## src/rtl/ring_buffer.sv

```systemverilog
// rtl/ring_buffer.sv - FWFT FIFO of arbitrary depth with wrapping pointers and sticky overflow/underflow flags
// Buffers captured print-mechanism samples between the capture front end and host read-out.

module incrementer #(
  parameter int MAX_VALUE = 99,
  parameter int INCREMENT = 1,
  parameter int WIDTH     = 7
) (
  input  logic [WIDTH-1:0] value_i,
  output logic [WIDTH-1:0] value_o
);
  localparam logic [WIDTH-1:0] MAX_C = WIDTH'(MAX_VALUE);
  localparam logic [WIDTH-1:0] INC_C = WIDTH'(INCREMENT);

  // Wrap past MAX_VALUE back around to 0 rather than to the next power of two.
  always_comb begin
    if (value_i > MAX_C - INC_C) begin
      value_o = value_i + INC_C - MAX_C - WIDTH'(1);
    end else begin
      value_o = value_i + INC_C;
    end
  end
endmodule

module ring_buffer #(
  parameter int DEPTH = 100,
  parameter int WIDTH = 8
) (
  input  logic                       clk,
  input  logic                       rst,
  input  logic                       clear,
  input  logic                       write_en,
  input  logic [WIDTH-1:0]           write_data,
  input  logic                       read_en,
  output logic [WIDTH-1:0]           read_data,
  output logic                       empty,
  output logic                       full,
  output logic [$clog2(DEPTH+1)-1:0] count,
  output logic                       overflow,
  output logic                       underflow
);
  localparam int PW = $clog2(DEPTH);
  localparam int CW = $clog2(DEPTH + 1);
  localparam logic [CW-1:0] DEPTH_C = CW'(DEPTH);

  logic [WIDTH-1:0] mem [DEPTH];

  logic [PW-1:0] write_ptr_q, write_ptr_d, write_ptr_inc;
  logic [PW-1:0] read_ptr_q, read_ptr_d, read_ptr_inc;
  logic [CW-1:0] count_q, count_d;
  logic          empty_q, empty_d;
  logic          full_q, full_d;
  logic          overflow_q, overflow_d;
  logic          underflow_q, underflow_d;
  logic          flush;
  logic          wr_accept;
  logic          rd_accept;

  incrementer #(.MAX_VALUE(DEPTH - 1), .INCREMENT(1), .WIDTH(PW)) u_wr_inc (
    .value_i (write_ptr_q),
    .value_o (write_ptr_inc)
  );

  incrementer #(.MAX_VALUE(DEPTH - 1), .INCREMENT(1), .WIDTH(PW)) u_rd_inc (
    .value_i (read_ptr_q),
    .value_o (read_ptr_inc)
  );

  assign flush     = rst || clear;
  assign wr_accept = write_en && !full_q && !flush;
  assign rd_accept = read_en && !empty_q && !flush;

  always_comb begin
    write_ptr_d = write_ptr_q;
    read_ptr_d  = read_ptr_q;
    count_d     = count_q;
    overflow_d  = overflow_q || (write_en && full_q);
    underflow_d = underflow_q || (read_en && empty_q);
    if (wr_accept) write_ptr_d = write_ptr_inc;
    if (rd_accept) read_ptr_d = read_ptr_inc;
    if (wr_accept && !rd_accept) count_d = count_q + CW'(1);
    if (rd_accept && !wr_accept) count_d = count_q - CW'(1);
    if (flush) begin
      write_ptr_d = '0;
      read_ptr_d  = '0;
      count_d     = '0;
      overflow_d  = 1'b0;
      underflow_d = 1'b0;
    end
    empty_d = (count_d == '0);
    full_d  = (count_d == DEPTH_C);
  end

  always_ff @(posedge clk) begin
    if (rst) begin
      write_ptr_q <= '0;
      read_ptr_q  <= '0;
      count_q     <= '0;
      empty_q     <= 1'b1;
      full_q      <= 1'b0;
      overflow_q  <= 1'b0;
      underflow_q <= 1'b0;
    end else begin
      write_ptr_q <= write_ptr_d;
      read_ptr_q  <= read_ptr_d;
      count_q     <= count_d;
      empty_q     <= empty_d;
      full_q      <= full_d;
      overflow_q  <= overflow_d;
      underflow_q <= underflow_d;
    end
  end

  always_ff @(posedge clk) begin
    if (wr_accept) mem[write_ptr_q] <= write_data;
  end

  assign read_data = empty_q ? '0 : mem[read_ptr_q];
  assign empty     = empty_q;
  assign full      = full_q;
  assign count     = count_q;
  assign overflow  = overflow_q;
  assign underflow = underflow_q;
endmodule

```

## config.mk

```make
export PLATFORM = sky130hd
export DESIGN_NAME = ring_buffer
export DESIGN_NICKNAME = d
export VERILOG_FILES = /design/src/rtl/ring_buffer.sv
export SDC_FILE = /design/constraint.sdc
export NUM_CORES = 1
export LEC_CHECK = 0
export BUFFER_PORTS_ARGS = -buffer_cell sky130_fd_sc_hd__buf_2
export CORE_MARGIN = 5
export CORE_UTILIZATION = 59
export CTS_BUF_LIST = sky130_fd_sc_hd__clkbuf_4
export DETAILED_ROUTE_END_ITERATION = 8
export GPL_TIMING_DRIVEN = 1
export HOLD_SLACK_MARGIN = 0.15
export PLACE_DENSITY = 0.78
export SLEW_MARGIN = 20
export SYNTH_ARGS = -nofsm -noshare
export SYNTH_HDL_FRONTEND = slang
export SYNTH_SLANG_ARGS = --single-unit
```

## constraint.sdc

```tcl
create_clock -name clk -period 2.6 [get_ports clk]
set_input_delay 0.52 -clock clk [delete_from_list [all_inputs] [get_ports clk]]
set_output_delay 0.52 -clock clk [all_outputs]
set_load 0.03 [all_outputs]
```

# --- After elaboration in Yosys (flattened, before gate mapping) ---
# Memory sizes are Yosys's and may differ from the RTL's. A register that Yosys moved wholly into a read port is not among the register bits.
# Cells that the tools add are included.
word_totals:
  regBits: 25
  latch_bits: 0
  mem_bits_rw: 800
  mem_bits_ro: 0
  in_bits: 13
  out_inout_bits: 19
  wordCells: 47
  n_memories: 1
memory_table:
  columns: ["name", "words", "width", "rd", "rd_clocked_by_memory_dff", "wr", "line_no", "source"]
  rows:
  - ["mem", 100, 8, 1, 1, 1, "46", "logic [WIDTH-1:0] mem [DEPTH];"]
classes:
  addsub: 8
  multipliers: 0
  n_div: 0
  order_cmp: 2
  n_eq_ne: 1
  shifts: 0
  n_mux: 10
  bitwise: 0
  n_reduce_logical: 18
ops:
  columns: ["op", "count"]
  rows:
  - ["2-to-1 mux 7 bit", 7]
  - ["adder 7 x 1 -> 7 bit, second input constant", 3]
  - ["subtractor 7 x 1 -> 7 bit, second input constant", 3]
  - ["greater-than comparator 7 bit, second input constant", 2]
  - ["subtractor 7 bit, second input constant", 2]
  - ["logical AND 1 bit", 8]
  - ["2-to-1 mux 8 bit", 1]
  - ["== test 7 bit, second input constant", 1]
  - ["logical NOT 7 bit", 1]
  - ["logical NOT 1 bit", 5]
  - ["logical OR 1 bit", 3]
  - ["2-to-1 mux 1 bit", 2]
  - ["OR reduction 2 bit", 1]

# --- Longest topological paths before layout ---
# Gate-level depths: netlist of the first run.
depth:
  ltp_word: 9
  ltp_mapped: 11
  ltp_nobuf: 8

# --- Cells and area by module ---
# A second synthesis of the first run with hierarchy kept.
hier_totals:
  cells_unflattened: 1651
  hier_area_um2: 32819.0
modules_own_cells:
  columns: ["module", "instances", "cells_per_inst", "area_each_um2", "seq_area_each_um2"]
  rows:
  - ["ring_buffer", 1, 1581, 32293.5, 24663.7]
  - ["incrementer", 2, 35, 262.8, 0.0]

# --- Worst setup path before layout of the first run ---
# No wires, ideal clock.
synth_timing:
  path_type: "register to output"
  start: "register (tool-made name)"
  end: "output read_data[5]"
  arrival_ps: 2608
  required_ps: 2080
  slack_ps: -528
  stages_incl_launch_ff: 10
  n_path_buf: 5
  path_cell_list: "dfxtp_1 > buf_6 > buf_12 > buf_8 > buf_8 > buf_6 > nand2_1 > o21ai_0 > a2111oi_0 > a2111oi_1"
synth_rtl:
  columns: ["element", "line_no", "source"]
  rows:
  - ["end: declaration", "35", "output logic [WIDTH-1:0] read_data,"]

==> summary.md, run 1 <==
| Metric | Value |
|---|---|
| Total die area | `61150 um2` |
| Asr flop ratio synth | `0%` |
| #FFs+latches synth | `832` |
| Crit start category | `flop` |
| Status | `finished, violations left` |
| Chip Width | `247.3 um` |
| Leakage | `0.01308 uW` |
| Max Clk Rate | `244.6 MHz` |
| Critical path data arrival time | `roughly 3.6 ns` |
| Worst-Skew Late Latency | `~1.1 ns` |
| Layout cells sized above 1 | `38.55%` |
| CTS tree | `built` |
| Leading area contributor after synthesis | `edfxtp_1` |
| Max Slew Vio Count | `0` |
| Fillers | `3347` |
| Most common cell after layout, fill and taps aside | `edfxtp_1` |
| Multi-input logic area | `8227 um2` |
| Unrepaired setup endpoints after global routing | `yes` |
| Yosys top cell area share | `between 70 and 80%` |
| Starting density of the core | `between 50% and 60%` |
| Clock skew | `roughly 0.051 ns` |
| CP max FO | `7` |
| CP Cell Sequence | `buf_6 -> buf_16 -> mux4_2 -> a22oi_2 -> nand2_1 -> a2111o_1 -> a31oi_1 -> buf_4 -> a2111oi_4 -> buf_4` |
| Setup Crit Path Kind | `reg2out` |
| Detail Route Antenna Nets | `0` |
| Slew @ Worst Pin | `0.6303 ns` |
| CTS sink cnt | `832` |
| Final hold viol count | `0` |
| Wire length of the first global-routing pass | `120700 um` |
| CP most frequent cell | `buf_4` |
| Average cell area after synthesis | `between 15 and 20 um2` |
| Pre-CTS worst setup slack | `-0.6923 ns` |
| Total CTS buffers | `~200` |
| Crit path max-delay family | `compound AO/OA/AOI/OAI gates` |
| Area grow syn2layout | `19.28%` |
| Largest cells by area after synthesis | `edfxtp_1, mux4_2, mux2i_1` |
| Max_cap viols | `0` |
| PortBufs | `31` |
| Clk slew on worst S/H paths | `0.06 ns` |
| Final nets | `approximately 2200` |
| Crit path setup slack, layout | `-1.488 ns` |
| Endpoints failing setup | `8` |
| Mapped cell area | `33220 um2` |
| Endpoint class of the critical path | `output pin` |
| Peak VDD IR | `just under 0.7 mV` |
| Placed wire-length estimate | `roughly 50000 um` |
| Hold_ws | `between 0.4 and 0.5 ns` |
| Top-level port count | `32` |
| Req. time, crit path | `2.08 ns` |
| Number of synthesized flops with an enable pin | `800` |
| Area post-placement | `~36000 um2` |
| Synth Instances | `roughly 1700` |
| CP max stage cell | `mux4_2` |
| Antenna violations before repair | `2` |
| Largest net degree at the start of global routing | `69` |
| Most frequent cells in the layout | `edfxtp_1, clkbuf_4, buf_4` |
| Main synth FF type | `edfxtp_1` |
| Yosys cell types | `67` |
| Final TNS setup | `-11.39 ns` |
| Drt via density | `just over 6` |
| Buf/Inv on CP | `4` |
| Final Cycle Share | `157.2%` |
| Clock buffer depth | `3` |
| Post-Syn Nets | `about 1700` |
| H-tree levels | `4` |
| Failing checks | `negative setup slack` |
| Seq/Total Area, Yosys | `74.25%` |
| Final min period | `between 4 and 5 ns` |
| Placer congestion estimate | `0.8983` |
| Total gr overflow | `0` |
| Core area | `~56000 um2` |
| First-pass DRT Iterations | `5` |
| Row cnt | `a little under 90` |
| Routed WL | `slightly above 80000 um` |
| Crit-path max cell delay | `0.51 ns` |
| Root buffer cell | `clkbuf_4` |
| All-Layer GR Usage | `27.03%` |
| Design area | `39620 um2` |
| Worst slew margin | `57.98%` |
| Hold Crit Class | `in2reg` |
| Synth warnings | `0` |
| Remaining DRCs | `0` |
| Vias in the first global route | `slightly below 20000` |
| DR iter-0 viols | `~2300` |
| Cell Pwr Density | `between 600 and 700 nW/um2` |
| DR vias | `18870` |
| WL per Instance | `around 26 um` |
| Die H | `between 200 and 250 um` |
| Reg area | `roughly 25000 um2` |
[area by class of cell]
type	instances	share of cell area (%)
sequential	832	62.28
multi-input combinational	764	20.76
timing repair buffer	363	8.305
clock buffer	280	5.305
tap	756	2.387
clock inverter	66	0.8652
inverter	6	0.05684
antenna	6	0.03789
[per-layer routing]
layer / GRT usage (%) / vias to the layer above / wire length, um
li1: - / 8009 / -
met4: 11.37 / 0 / 3072
met3: 6.355 / 196 / 8307
met1: 35.75 / 9505 / 28720
met5: 0 / - / 0
met2: 43.95 / 1156 / 40400
[registers in the layout, summed over array words and instances, names as in the netlist, named ones only]
name	cells
write_ptr_q	7
overflow	1
read_ptr_q	7
empty	1
count	7
underflow	1
full	1
mem	800
[final timing paths]
check	start	end	slack, ns	cells after the start
min reg2reg	write_ptr_q[0]	write_ptr_q[0]	0.57	2
max	flop	read_data[5]	-1.49	10
min	write_data[6]	mem[53][6]	0.49	2
max reg2reg	write_ptr_q[1]	write_ptr_q[6]	0.36	7
[where the power goes]
group	switching, uW	total (uW)	internal, uW
Sequential	30.2	14700	14700
Combinational	787	1390	600
Clock	5030	10300	5240
[worst reg2reg max path: stages (launching register included)]
cell,delay (ns)
dfxtp_1,0.48
and3_1,0.39
xnor2_1,0.16
ha_1,0.25
a211oi_1,0.09
or4_1,0.43
a211o_1,0.31
nand2_1,0.08
[cell families (layout without fill, tap and decap cells)]
kind of cell               count (synthesis)  in the layout  share of synthesized area (%)
DFF                                      832            832                          74.25
and+or+nand+nor                          332            332                          4.505
muxes                                    258            258                          15.09
AOI/OAI and AO/OA                        148            148                          3.243
buffers and inverters                    103            715                          2.143
xor gates and xnor gates                  18             18                         0.4746
adders and majority gates                  8              8                         0.3013
other                                      0              6                              0
[what timing repair did]
action	4_1_cts	5_1_grt
hold buffers	15	0
cloned	3	0
pin swaps	24	11
setup buffers	19	7
endpoints found under the hold margin	515	0
resized for setup	86	26
endpoints found under the setup margin	9	8
[synth_stat cells, types with 16 or more instances]
| cell type | count |
|---|---|
| edfxtp_1 | 800 |
| mux4_2 | 169 |
| nor2_1 | 161 |
| mux2i_1 | 66 |
| nand2_1 | 63 |
| clkbuf_1 | 37 |
| dfxtp_1 | 32 |
| a21oi_1 | 24 |
| nand3_1 | 23 |
| a22oi_1 | 22 |
| nor2b_1 | 21 |
| o21ai_0 | 20 |
| mux4_1 | 19 |
| buf_2 | 17 |
| buf_6 | 16 |
[per-stage QoR]
step / instances / power (uW) / util, %
floorplan: 1699 / 15650 / -
global placement: 2682 / 16190 / 64.69
detailed placement: 2682 / 16220 / 64.69
CTS: 3062 / 26490 / 70.43
global route: 3069 / 27410 / 70.66
finish: 3073 / 26370 / 70.68
No activity file was read; power rests on OpenSTA's default activity.
==> run 2, diff against run 1 <==
--- a/config.mk
+++ b/config.mk
@@ -6,13 +6,16 @@
 export NUM_CORES = 1
 export LEC_CHECK = 0
 export BUFFER_PORTS_ARGS = -buffer_cell sky130_fd_sc_hd__buf_2
+export CELL_PAD_IN_SITES_DETAIL_PLACEMENT = 2
+export CELL_PAD_IN_SITES_GLOBAL_PLACEMENT = 2
 export CORE_MARGIN = 5
-export CORE_UTILIZATION = 59
+export CORE_UTILIZATION = 47
 export CTS_BUF_LIST = sky130_fd_sc_hd__clkbuf_4
+export CTS_CLUSTER_SIZE = 8
 export DETAILED_ROUTE_END_ITERATION = 8
 export GPL_TIMING_DRIVEN = 1
 export HOLD_SLACK_MARGIN = 0.15
-export PLACE_DENSITY = 0.78
+export PLACE_DENSITY_LB_ADDON = 0.1
 export SLEW_MARGIN = 20
 export SYNTH_ARGS = -nofsm -noshare
 export SYNTH_HDL_FRONTEND = slang
==> summary.md, run 2 (synthesis results as in run 1) <==
| Metric | Value |
|---|---|
| Hold depth | `2` |
| Max Clk Rate | `236.7 MHz` |
| Drt via density | `6.091` |
| All-Layer GR Usage | `between 20 and 30%` |
| Placer congestion estimate | `between 0.8 and 0.9` |
| Net Sw Power | `6723 uW` |
| Setup Crit Path Kind | `reg2out` |
| DR vias | `roughly 20000` |
| Setup slack, reg-to-reg | `approximately 0.080 ns` |
| Hold Crit Class | `in2reg` |
| DR top layer | `met4` |
| Final min period | `roughly 4.2 ns` |
| Util after Layout | `approximately 57%` |
| DR iter-0 viols | `between 2000 and 2500` |
| Clk slew on worst S/H paths | `roughly 0.07 ns` |
| Hold path start | `write_data[3]` |
| Core area | `between 70000 and 80000 um2` |
| First-pass DRT Iterations | `7` |
| Detail Route Antenna Nets | `0` |
| Largest net degree at the start of global routing | `just over 100` |
| Seq pwr share | `roughly 54%` |
| Clock skew | `0.04889 ns` |
| PortBufs | `31` |
| Met2 routed WL | `approximately 57000 um` |
| Final Cycle Share | `162.5%` |
| Max Slew Vio Count | `0` |
| Crit path setup slack, layout | `-1.624 ns` |
| Antenna violations before repair | `3` |
| Pre-CTS worst setup slack | `-0.7465 ns` |
| Design area | `between 40000 and 50000 um2` |
| Clock buffer depth | `3` |
| CTS sink cnt | `approximately 830` |
| WL per Instance | `about 34 um` |
| Top reg by flops | `mem` |
| Leakage | `between 0.01 and 0.015 uW` |
| Clk pwr share | `41.2%` |
| Row cnt | `between 90 and 100` |
| Most frequent cells in the layout | `edfxtp_1, clkbuf_4, buf_4` |
| Pint | `20800 uW` |
| Vias in the first global route | `between 20000 and 25000` |
| Worst slew margin | `between 50 and 60%` |
| Endpoint class of the critical path | `output pin` |
| Max_cap viols | `0` |
| CTS tree | `built` |
| Wire length of the first global-routing pass | `160900 um` |
| CP max FO | `10` |
| Final hold viol count | `0` |
| Part of the power in combinational logic | `under 10%` |
| Layout cells sized above 1 | `40.06%` |
| Failing checks | `negative setup slack` |
| Final nets | `2202` |
| Total gr overflow | `0` |
| Worst-Skew Late Latency | `~1.1 ns` |
| Peak VDD IR | `between 0.4 and 0.5 mV` |
| Area post-placement | `36660 um2` |
| Total CTS buffers | `about 210` |
| Chip Width | `between 200 and 300 um` |
| Status | `finished, violations left` |
| Slew @ Worst Pin | `between 0.7 and 0.8 ns` |
| Metal1 wirelength | `roughly 43000 um` |
| Routed WL | `between 100000 and 150000 um` |
| Cell Pwr Density | `about 690 nW/um2` |
| Req. time, crit path | `around 2.1 ns` |
| Crit start category | `flop` |
| H-tree levels | `4` |
| Unrepaired setup endpoints after global routing | `yes` |
| Die H | `275.9 um` |
| Root buffer cell | `clkbuf_4` |
| Largest register FFs | `800` |
| Critical path data arrival time | `approximately 3.7 ns` |
| RR Startpoint | `write_ptr_q[6]` |
| Most common cell after layout, fill and taps aside | `edfxtp_1` |
| Met3 wire len | `7495 um` |
| Starting density of the core | `between 40 and 50%` |
| Worst hold endpoint | `mem[63][3]` |
| Total die area | `about 76000 um2` |
| Worst r2r path cells | `4` |
| Top-level port count | `32` |
| Endpoints failing setup | `8` |
| Remaining DRCs | `0` |
| Placed wire-length estimate | `67070 um` |
| Sw Share | `between 20 and 25%` |
| Final total power | `approximately 28000 uW` |
| R2r endpoint | `mem[56][6]` |
| Area grow syn2layout | `20.77%` |
## run 2: cell count changes in the layout (fill, tap and decap cells not counted), sizes merged
| cell | delta |
|---|---|
| buf | +5 |
| clkbuf | +15 |
| clkinvlp | -1 |
| diode | -2 |
| bufbuf | +1 |
| inv | +1 |
| clkinv | -3 |
## run 2: repair_timing
action                                 CTS  global route
hold buffers                            15             0
resized for setup                       90            24
endpoints found under the hold margin  591             0
setup buffers                           11             1
pin swaps                               16            10
setup endpoints to repair               12            40
gates cloned                             4             0
## run 2: layout make-up
type	count	area [um2]
diodes	4	10.01
clock buffers	295	2215
clock inverters	63	365.4
fillers	5911	29910
inverters	6	22.52
multi-input cells	764	8294
flip-flops and latches	832	24680
well taps	940	1176
repair buffers	369	3356
## run 2: layer usage
layer / vias to the layer above / track usage, %
met1: 10680 / 38.33
met3: 217 / 5.381
met4: 0 / 10.84
li1: 8026 / -
met2: 1010 / 51.21
met5: - / 0
## run 2: through the flow
step                      TNS, ns  std cells  hold WS, ns
after floorplan           -0.2956       1699       0.5072
after global placement     -4.388       2881       0.4512
after detailed placement   -5.175       2881       0.4596
after CTS                  -12.82       3268       0.1967
after global routing       -13.19       3271       0.2413
final                      -12.35       3273       0.2771
## run 2: worst max path at each step
stage,to,cells past startpoint,slack (ns)
finish,read_data[2],9,-1.62
global route,read_data[3],11,-1.72
CTS,read_data[3],13,-1.65
detailed placement,read_data[6],9,-0.75
global placement,read_data[6],9,-0.60
floorplan,read_data[5],9,-0.13
## run 2: power groups by stage
stage | Sequential (uW) | Clock, uW | Combinational, uW
after floorplan | 15000 | 0 | 634
after global placement | 15000 | 0 | 1240
after detailed placement | 15000 | 0 | 1310
after CTS | 14700 | 11400 | 1450
after global routing | 14700 | 12300 | 1530
final | 14700 | 11300 | 1480
## run 2: critical path, stage by stage (launching register included)
cell and delay (ns):
dfxtp_4 0.43, buf_12 0.21, buf_4 0.17, mux4_2 0.52, a221oi_1 0.32, o21ai_1 0.24
o221ai_2 0.28, buf_4 0.18, o21ai_2 0.08, buf_2 0.19
==> run 3, diff against run 2 <==
--- a/config.mk
+++ b/config.mk
@@ -16,6 +16,7 @@
 export GPL_TIMING_DRIVEN = 1
 export HOLD_SLACK_MARGIN = 0.15
 export PLACE_DENSITY_LB_ADDON = 0.1
+export SETUP_SLACK_MARGIN = 0.2
 export SLEW_MARGIN = 20
 export SYNTH_ARGS = -nofsm -noshare
 export SYNTH_HDL_FRONTEND = slang
==> summary.md, run 3 (synthesis results as in run 1) <==
| Metric | Value |
|---|---|
| Util after Layout | `between 50 and 60%` |
| Fillers | `5883` |
| Layout cells sized above 1 | `between 40% and 50%` |
| CP Cell Sequence | `buf_12 -> buf_12 -> buf_8 -> mux4_2 -> a22oi_2 -> nand2_2 -> a2111o_1 -> a31oi_1 -> buf_4 -> a2111oi_4 -> buf_4` |
| Worst r2r path cells | `4` |
| Endpoint class of the critical path | `output pin` |
| Most frequent cells in the layout | `edfxtp_1, clkbuf_4, buf_4` |
| PortBufs | `31` |
| Max Clk Rate | `239.8 MHz` |
| H-tree levels | `4` |
| Worst-Skew Late Latency | `approximately 1.0 ns` |
| Area post-placement | `36750 um2` |
| Met3 usage in global routing | `about 5.5%` |
| Row cnt | `97` |
| DR iter-0 viols | `roughly 2200` |
| Cell Pwr Density | `a little under 700 nW/um2` |
| R2r endpoint | `mem[2][7]` |
| Leakage | `0.01342 uW` |
| Hold Crit Class | `in2reg` |
| Crit-path max cell delay | `0.52 ns` |
| Root buffer cell | `clkbuf_4` |
| GR peak layer | `met2` |
| Core area | `approximately 70000 um2` |
| Final nets | `2229` |
| Final hold viol count | `0` |
| Total gr overflow | `0` |
| Critical path data arrival time | `3.65 ns` |
| Placed wire-length estimate | `69170 um` |
| Status | `finished, violations left` |
| Largest register FFs | `800` |
| Setup Crit Path Kind | `reg2out` |
| Routed WL | `between 100000 and 150000 um` |
| Setup slack, reg-to-reg | `between 0.2 and 0.3 ns` |
| Die H | `about 280 um` |
| Unrepaired setup endpoints after global routing | `yes` |
| Clock buffer depth | `3` |
| CP max stage cell | `mux4_2` |
| Largest net degree at the start of global routing | `101` |
| Top-level port count | `32` |
| Crit start category | `flop` |
| Area grow syn2layout | `22.37%` |
| Slew @ Worst Pin | `between 0.7 and 0.8 ns` |
| First-pass DRT Iterations | `6` |
| Total CTS buffers | `roughly 210` |
| WL per Instance | `around 34 um` |
| Placer congestion estimate | `about 0.8` |
| Wire length of the first global-routing pass | `approximately 160000 um` |
| Final Cycle Share | `160.4%` |
| Crit path max-delay family | `compound AO/OA/AOI/OAI gates` |
| Peak VDD IR | `approximately 0.55 mV` |
| Buf/Inv on CP | `5` |
| Hold_ws | `0.4452 ns` |
| Chip Width | `roughly 280 um` |
| Endpoints failing setup | `8` |
| Final min period | `~4.2 ns` |
| CP max FO | `5` |
| Crit path setup slack, layout | `-1.569 ns` |
| Worst slew margin | `50.73%` |
| Most common cell after layout, fill and taps aside | `edfxtp_1` |
| Max Slew Vio Count | `0` |
| Drt via density | `6.018` |
| Starting density of the core | `47.44%` |
| DR vias | `19880` |
| Total die area | `between 70000 and 80000 um2` |
| CTS sink cnt | `832` |
| Met2 Use GR | `about 50%` |
| Design area | `roughly 40000 um2` |
| Worst hold endpoint | `mem[17][5]` |
| Vias in the first global route | `between 20000 and 25000` |
| Antenna violations before repair | `3` |
| Hold path start | `write_data[5]` |
| Top reg by flops | `mem` |
| All-Layer GR Usage | `just under 30%` |
| Failing checks | `negative setup slack` |
| Max_cap viols | `0` |
| Clk slew on worst S/H paths | `~0.08 ns` |
| Clock skew | `about 0.048 ns` |
| RR Startpoint | `write_ptr_q[5]` |
| Hold depth | `2` |
| Remaining DRCs | `0` |
| Req. time, crit path | `2.08 ns` |
| CTS tree | `built` |
| Final TNS setup | `-11.80 ns` |
| Detail Route Antenna Nets | `0` |
| GRT met1 Usage | `between 30% and 40%` |
run 3: worst max-delay path by stage:
stage	startpoint	to	slack, ns	depth (start not counted)
2_1_floorplan	flop	read_data[3]	0.06	9
3_3_place_gp	flop	read_data[2]	-0.82	9
3_5_place_dp	flop	read_data[2]	-0.85	9
4_1_cts	flop	read_data[1]	-1.67	11
5_1_grt	flop	read_data[5]	-1.75	11
6_report	flop	read_data[5]	-1.57	11
run 3: per-stage QoR:
stage	instances	setup WS [ns]	power, uW
floorplan	1699	0.06118	15670
CTS	3291	-1.672	27760
finish	3303	-1.569	27680
global route	3303	-1.750	28800
global placement	2879	-0.8170	16260
detailed placement	2879	-0.8461	16330
run 3: where the power goes:
| group | switching (uW) | leakage [uW] | internal (uW) |
|---|---|---|---|
| clock network | 5720 | 0.00158 | 5690 |
| logic | 901 | 0.00439 | 654 |
| registers | 33.1 | 0.00745 | 14700 |
| total | 6650 | 0.0134 | 21000 |
run 3: final cells by class:
type,instances,area [um2],area share (%)
repair buffers,393,3700,9.102
well taps,940,1176,2.893
clock inverters,53,304.0,0.7479
multi-input cells,764,8401,20.67
diodes,2,5.005,0.01231
clock buffers,313,2350,5.780
inverters,6,26.28,0.06464
flip-flops and latches,832,24690,60.73
run 3: routing by layer:
layer / up-vias / wire [um]
met1: 10670 / 43870
met2: 922 / 56770
li1: 8091 / -
met3: 197 / 7213
met4: 0 / 3107
met5: - / 0
run 3: repair_timing:
| item | 4_1_cts | 5_1_grt |
|---|---|---|
| gates resized for setup | 118 | 45 |
| hold endpoints to repair | 591 | 0 |
| buffers inserted | 29 | 9 |
| gates cloned | 2 | 1 |
| setup endpoints to repair | 24 | 12 |
| hold buffers | 15 | 0 |
| pin swaps | 23 | 23 |
